[src/rtl/debug_unit_receive_pkg.sv]
// rtl/debug_unit_receive_pkg.sv - shared encodings and command bytes for the debug unit receiver
package debug_unit_receive_pkg;

    typedef enum logic [2:0] {
        ST_IDLE      = 3'd0,
        ST_LOAD      = 3'd1,
        ST_WAIT_MODE = 3'd2,
        ST_RUN_CONT  = 3'd3,
        ST_RUN_STEP  = 3'd4
    } state_t;

    localparam logic [7:0]  CMD_LOAD  = 8'h55;
    localparam logic [7:0]  CMD_STEP  = 8'h01;
    localparam logic [7:0]  MODE_STEP = 8'h01;
    localparam logic [7:0]  MODE_CONT = 8'h00;
    localparam logic [31:0] HALT_WORD = 32'hFFFF_FFFF;

endpackage

[src/rtl/debug_unit_receive_assembler.sv]
// rtl/debug_unit_receive_assembler.sv - packs four UART bytes into one word, MSB byte first
module byte_to_word_assembler #(
    parameter int NB_DATA = 32,
    parameter int NB_BYTE = 8
) (
    input  logic               i_clock,
    input  logic               i_reset,
    input  logic               i_clear,
    input  logic               i_shift,
    input  logic [NB_BYTE-1:0] i_byte,
    output logic [NB_DATA-1:0] o_word,
    output logic               o_complete
);

    logic [NB_DATA-1:0] word_q;
    logic [1:0]         count_q;

    // o_word already includes the byte being shifted this cycle, so the
    // completed word is visible in the same cycle as the 4th strobe.
    assign o_word     = {word_q[NB_DATA-NB_BYTE-1:0], i_byte};
    assign o_complete = i_shift && (count_q == 2'd3);

    always_ff @(posedge i_clock) begin
        if (!i_reset || i_clear) begin
            word_q  <= '0;
            count_q <= 2'd0;
        end else if (i_shift) begin
            word_q  <= o_word;
            count_q <= count_q + 2'd1;
        end
    end

endmodule

[src/rtl/debug_unit_receive.sv]
// rtl/debug_unit_receive.sv - UART command decoder: program load, execution mode and step pulses
module debug_unit_receive
    import debug_unit_receive_pkg::*;
#(
    parameter int NB_DATA  = 32,
    parameter int NB_BYTE  = 8,
    parameter int NB_STATE = 3
) (
    input  logic                i_clock,
    input  logic                i_reset,
    input  logic [NB_BYTE-1:0]  i_rx_data,
    input  logic                i_rx_done,
    output logic                o_execution_mode,
    output logic                o_execution_step,
    output logic                o_enable_write_memory,
    output logic                o_done_write_memory,
    output logic [NB_DATA-1:0]  o_data_memory,
    output logic [NB_STATE-1:0] o_state
);

    state_t             state_q;
    state_t             state_d;
    logic               asm_clear;
    logic               asm_shift;
    logic               asm_complete;
    logic [NB_DATA-1:0] asm_word;

    assign asm_clear = (state_q == ST_IDLE) && i_rx_done && (i_rx_data == CMD_LOAD);
    assign asm_shift = (state_q == ST_LOAD) && i_rx_done;

    byte_to_word_assembler #(
        .NB_DATA (NB_DATA),
        .NB_BYTE (NB_BYTE)
    ) u_assembler (
        .i_clock    (i_clock),
        .i_reset    (i_reset),
        .i_clear    (asm_clear),
        .i_shift    (asm_shift),
        .i_byte     (i_rx_data),
        .o_word     (asm_word),
        .o_complete (asm_complete)
    );

    always_ff @(posedge i_clock) begin
        if (!i_reset) begin
            state_q             <= ST_IDLE;
            o_done_write_memory <= 1'b0;
            o_execution_step    <= 1'b0;
            o_data_memory       <= '0;
        end else begin
            state_q             <= state_d;
            o_done_write_memory <= asm_complete;
            o_execution_step    <= (state_q == ST_RUN_STEP) && i_rx_done && (i_rx_data == CMD_STEP);
            if (asm_complete) begin
                o_data_memory <= asm_word;
            end
        end
    end

    always_comb begin
        state_d = state_q;
        case (state_q)
            ST_IDLE: begin
                if (i_rx_done && (i_rx_data == CMD_LOAD)) state_d = ST_LOAD;
            end
            ST_LOAD: begin
                if (asm_complete && (asm_word == HALT_WORD)) state_d = ST_WAIT_MODE;
            end
            ST_WAIT_MODE: begin
                if (i_rx_done && (i_rx_data == MODE_STEP))      state_d = ST_RUN_STEP;
                else if (i_rx_done && (i_rx_data == MODE_CONT)) state_d = ST_RUN_CONT;
            end
            ST_RUN_CONT: state_d = ST_RUN_CONT;
            ST_RUN_STEP: state_d = ST_RUN_STEP;
            default:     state_d = ST_IDLE;
        endcase
    end

    // Done is OR-ed in so the halt word still sees its write enable after leaving LOAD.
    always_comb begin
        o_enable_write_memory = (state_q == ST_LOAD) || o_done_write_memory;
        o_execution_mode      = (state_q == ST_RUN_STEP);
        o_state               = NB_STATE'(state_q);
    end

endmodule

[config.mk]
export PLATFORM = sky130hd
export DESIGN_NAME = debug_unit_receive
export DESIGN_NICKNAME = d
export VERILOG_FILES = /design/src/rtl/debug_unit_receive_pkg.sv /design/src/rtl/debug_unit_receive_assembler.sv /design/src/rtl/debug_unit_receive.sv
export SDC_FILE = /design/constraint.sdc
export NUM_CORES = 1
export LEC_CHECK = 0
export BUFFER_PORTS_ARGS = -buffer_cell sky130_fd_sc_hd__buf_2
export CORE_ASPECT_RATIO = 0.8
export CORE_MARGIN = 4
export CORE_UTILIZATION = 41
export DETAILED_ROUTE_END_ITERATION = 12
export PLACE_DENSITY_LB_ADDON = 0.25
export REMOVE_ABC_BUFFERS = 1
export SETUP_SLACK_MARGIN = 0.02
export SLEW_MARGIN = 20
export SYNTH_ARGS = -nofsm -noshare
export SYNTH_HDL_FRONTEND = slang
export SYNTH_SLANG_ARGS = --single-unit
[constraint.sdc]
create_clock -name i_clock -period 1.3 [get_ports i_clock]
set_input_delay 0.13 -clock i_clock [delete_from_list [all_inputs] [get_ports i_clock]]
set_output_delay 0.13 -clock i_clock [all_outputs]
set_load 0.03 [all_outputs]
==> flow_metrics.env <==
export IMPL_outcome="finished, violations left"
export IMPL_violations="negative setup slack"
export IMPL_regArea_um2=1260
export IMPL_cts_max_level=3
export IMPL_timing_worst_setup_path_type="reg -> out"
export IMPL_post_synth_main_area_contributors="dfxtp_1 (51%), nand2_1 (18%), a21boi_0 (7.9%)"
export IMPL_num_rows=24
export IMPL_max_freq_mhz=652
export IMPL_synth_top_cell_area_share=0.513
export IMPL_placeableCoreArea_um2=5620
export IMPL_worst_slew_margin_rel=0.682
export IMPL_yosys_register_bits=63
export IMPL_clock_sinks=63
export IMPL_layoutNonFillerInstCount=484
export IMPL_ys_seq_area_frac=0.513
export IMPL_vias=2503
export IMPL_postSynthAreaPerCell_um2=8.36
export IMPL_final_setup_viol_count=62
export IMPL_layout_area_overhead_vs_synth_pct=63.4
export IMPL_timing_worst_slew_pin_value_ns=0.472
export IMPL_finalNetCount=413
export IMPL_die_height_um=77.3
export IMPL_cts_clk_slew_worst_paths_ns=0.07
export IMPL_endpoint_kind="output pin"
export IMPL_dr_first_iter_drc_count=135
export IMPL_critical_path_source_type="flop"
export IMPL_synthesis_yosys_warnings=0
export IMPL_multi_input_comb_area_um2=1480
export IMPL_clk_latency_ns=0.35
export IMPL_floorplan_initialDensity=0.438
export IMPL_dp_hpwl_mm=4.38
export IMPL_via_cell_ratio=5.17
export IMPL_critPathTopFamily="buffers and inverters"
export IMPL_cp_data_arrival_time_ns=1.40
export IMPL_drive_gt1_frac=0.542
export IMPL_drt_pass1_iterations=4
export IMPL_die_width_um=94.6
export IMPL_timing_critical_path_mode_cell="buf_6"
export IMPL_mostFrequentLayoutCells="nand2_1 (61), dfxtp_1 (60), buf_2 (47), buf_4 (44), nand2_2 (33)"
export IMPL_crit_fanout=3
export IMPL_number_of_instances_in_the_placed_design=448
export IMPL_hp_class="in -> reg"
export IMPL_post_synth_instance_area_um2=2460
export IMPL_setup_ws_ns=-0.234
export IMPL_layout_worst_path_cycle_share=1.18
export IMPL_rsz0062_at_grt="true"
export IMPL_finalCriticalPeriod_ns=1.53
export IMPL_number_of_cells_produced_by_synthesis=294
export IMPL_fin_worst_skew_ns=0.00844
export IMPL_place_congestion=0.805
export IMPL_clock_tree_from_tritoncts="done"
export IMPL_wirelength_mm=7.83
export IMPL_grt_pass1_wl_mm=12.4
export IMPL_critical_path_slowest_cell="dfxtp_2"
export IMPL_grt_pass1_vias=2500
export IMPL_power_per_cell_area_nw_per_um2=934
export IMPL_track_usage=0.220
export IMPL_cts_inserted_buffers=9
export IMPL_fillCellCount=409
export IMPL_yosysUniqueCellTypes=30
export IMPL_clockBufferDepth=2
export IMPL_critPathRequiredTime_ns=1.17
export IMPL_antenna_violations_before_repair=0
export IMPL_cts_hold_buf=0
export IMPL_cpPeakStageDelay_ns=0.33
export IMPL_critical_path_cell_chain="buf_6 > nor3b_4 > buf_4 > or2_4 > buf_6"
export IMPL_cell_at_the_root_of_the_clock_tree="clkbuf_8"
export IMPL_floorplan_die_area_um2=7310
export IMPL_placement_io_buffers=49
export IMPL_drt_drc_violations_left=0
export IMPL_critPathBufInv=3
export IMPL_grt_max_degree=27
export IMPL_hold_slack_ns=0.0679
export IMPL_total_leakage_power_nw=1.78
export IMPL_io_pin_count=50
export IMPL_diodes=0
export IMPL_post_synth_top_area_cell="dfxtp_1"
export IMPL_layout_commonest_cell="nand2_1"
export IMPL_max_vdd_ir_drop_mv=0.624
export IMPL_grt_ovfl_total=0
export IMPL_antenna_violating_nets_post_route=0
export IMPL_final_report_hold_violation_count=0
export IMPL_max_cap_violations=0
export IMPL_avgRoutedWirePerCell_um=16.2
export IMPL_final_max_slew_viol_count=0
[path summary, 6_finish.rpt]
path / from / to / slack (ns) / cells past startpoint
min reg2reg: o_data_memory[8] / o_data_memory[8] / 0.45 / 2
min: i_rx_data[7] / o_data_memory[7] / 0.07 / 3
max: o_state[0] / o_enable_write_memory / -0.23 / 5
max reg2reg: o_state[0] / u_assembler.count_q[1] / -0.23 / 5
[final cells by class]
type,instances,area share
well taps,78,0.0243
clock buffers,13,0.0371
flip-flops and latches,63,0.315
clock inverters,3,0.0106
repair buffers,114,0.244
multi-input cells,213,0.369
[Yosys cell counts]
library cell	number
o21ai_0	1
or4_4	1
nand4_1	9
a21oi_2	3
or2_2	1
dfxtp_1	63
buf_6	2
buf_2	8
clkbuf_1	4
nand2_2	1
nand2b_1	3
nor4_1	3
a21oi_1	24
xnor2_1	1
nand3_1	1
buf_4	4
nor2_1	2
and3_1	1
nor3_1	1
nor3b_1	4
nand2_1	117
o2bb2ai_1	1
and4bb_1	1
and2b_2	1
a21boi_1	6
a21boi_0	26
and2_1	2
o21ai_4	1
o21a_1	1
ha_1	1
[state kept, by name, indices dropped and copies added, names as in the netlist]
register / flops
o_state: 3
o_done_write_memory: 1
o_execution_step: 1
u_assembler.word_q: 24
u_assembler.count_q: 2
o_data_memory: 32
[routing by layer]
metal  vias to the layer above  routed length, um  track usage  part of all wire
li1                       1194                  -            -                 -
met5                         -                  0            0                 0
met1                      1208               3350        0.279              0.43
met4                         0                129       0.0720             0.016
met2                        84               3890        0.340              0.50
met3                        17                459       0.0890             0.059
[where the power goes]
group | total, mW | leakage [nW] | internal (mW) | switching [mW]
combinational | 0.133 | 1.18 | 0.0648 | 0.0685
clock | 1.69 | 0.0936 | 0.937 | 0.751
sequential | 1.93 | 0.509 | 1.93 | 0.000214
[tightest hold or removal path, delay by kind of cell]
| family | cells | cell delay (ns) |
|---|---|---|
| AND/OR/NAND/NOR | 1 | 0.06 |
| AO/OA/AOI/OAI | 1 | 0.05 |
| buffers and inverters | 1 | 0.13 |
[cells by family (layout without fill, tap and decap cells)]
| logic type | after synthesis | after routing | synth area share |
|---|---|---|---|
| DFF | 63 | 63 | 0.513 |
| xor gates and xnor gates | 1 | 1 | 0.00356 |
| buffers and inverters | 18 | 130 | 0.0438 |
| AOI/OAI and AO/OA | 63 | 63 | 0.173 |
| adders and majority gates | 1 | 1 | 0.00509 |
| and+or+nand+nor | 148 | 148 | 0.262 |
[per-stage QoR]
stage          worst slack (ns)  TNS, ns  instance area (um2)  power [mW]   util
6_report                 -0.234    -9.30                 4020        3.75  0.715
5_1_grt                  -0.284   -11.68                 4020        3.87  0.715
4_1_cts                  -0.234    -8.35                 3780        3.77  0.673
3_5_place_dp            -0.0869    -3.20                 3080        2.09  0.549
3_3_place_gp             -0.105    -2.85                 3080        2.09  0.549
2_1_floorplan             -1.17   -45.14                 2350        2.01      -
[repair_timing]
action                                  in CTS  in global routing
buffers inserted                            14                  7
gates resized for setup                     72                 93
pin swaps                                   15                 58
hold endpoints to repair                     0                  0
cloned                                       6                  0
endpoints found under the setup margin      62                 63
No activity file was read; power rests on OpenSTA's default activity.
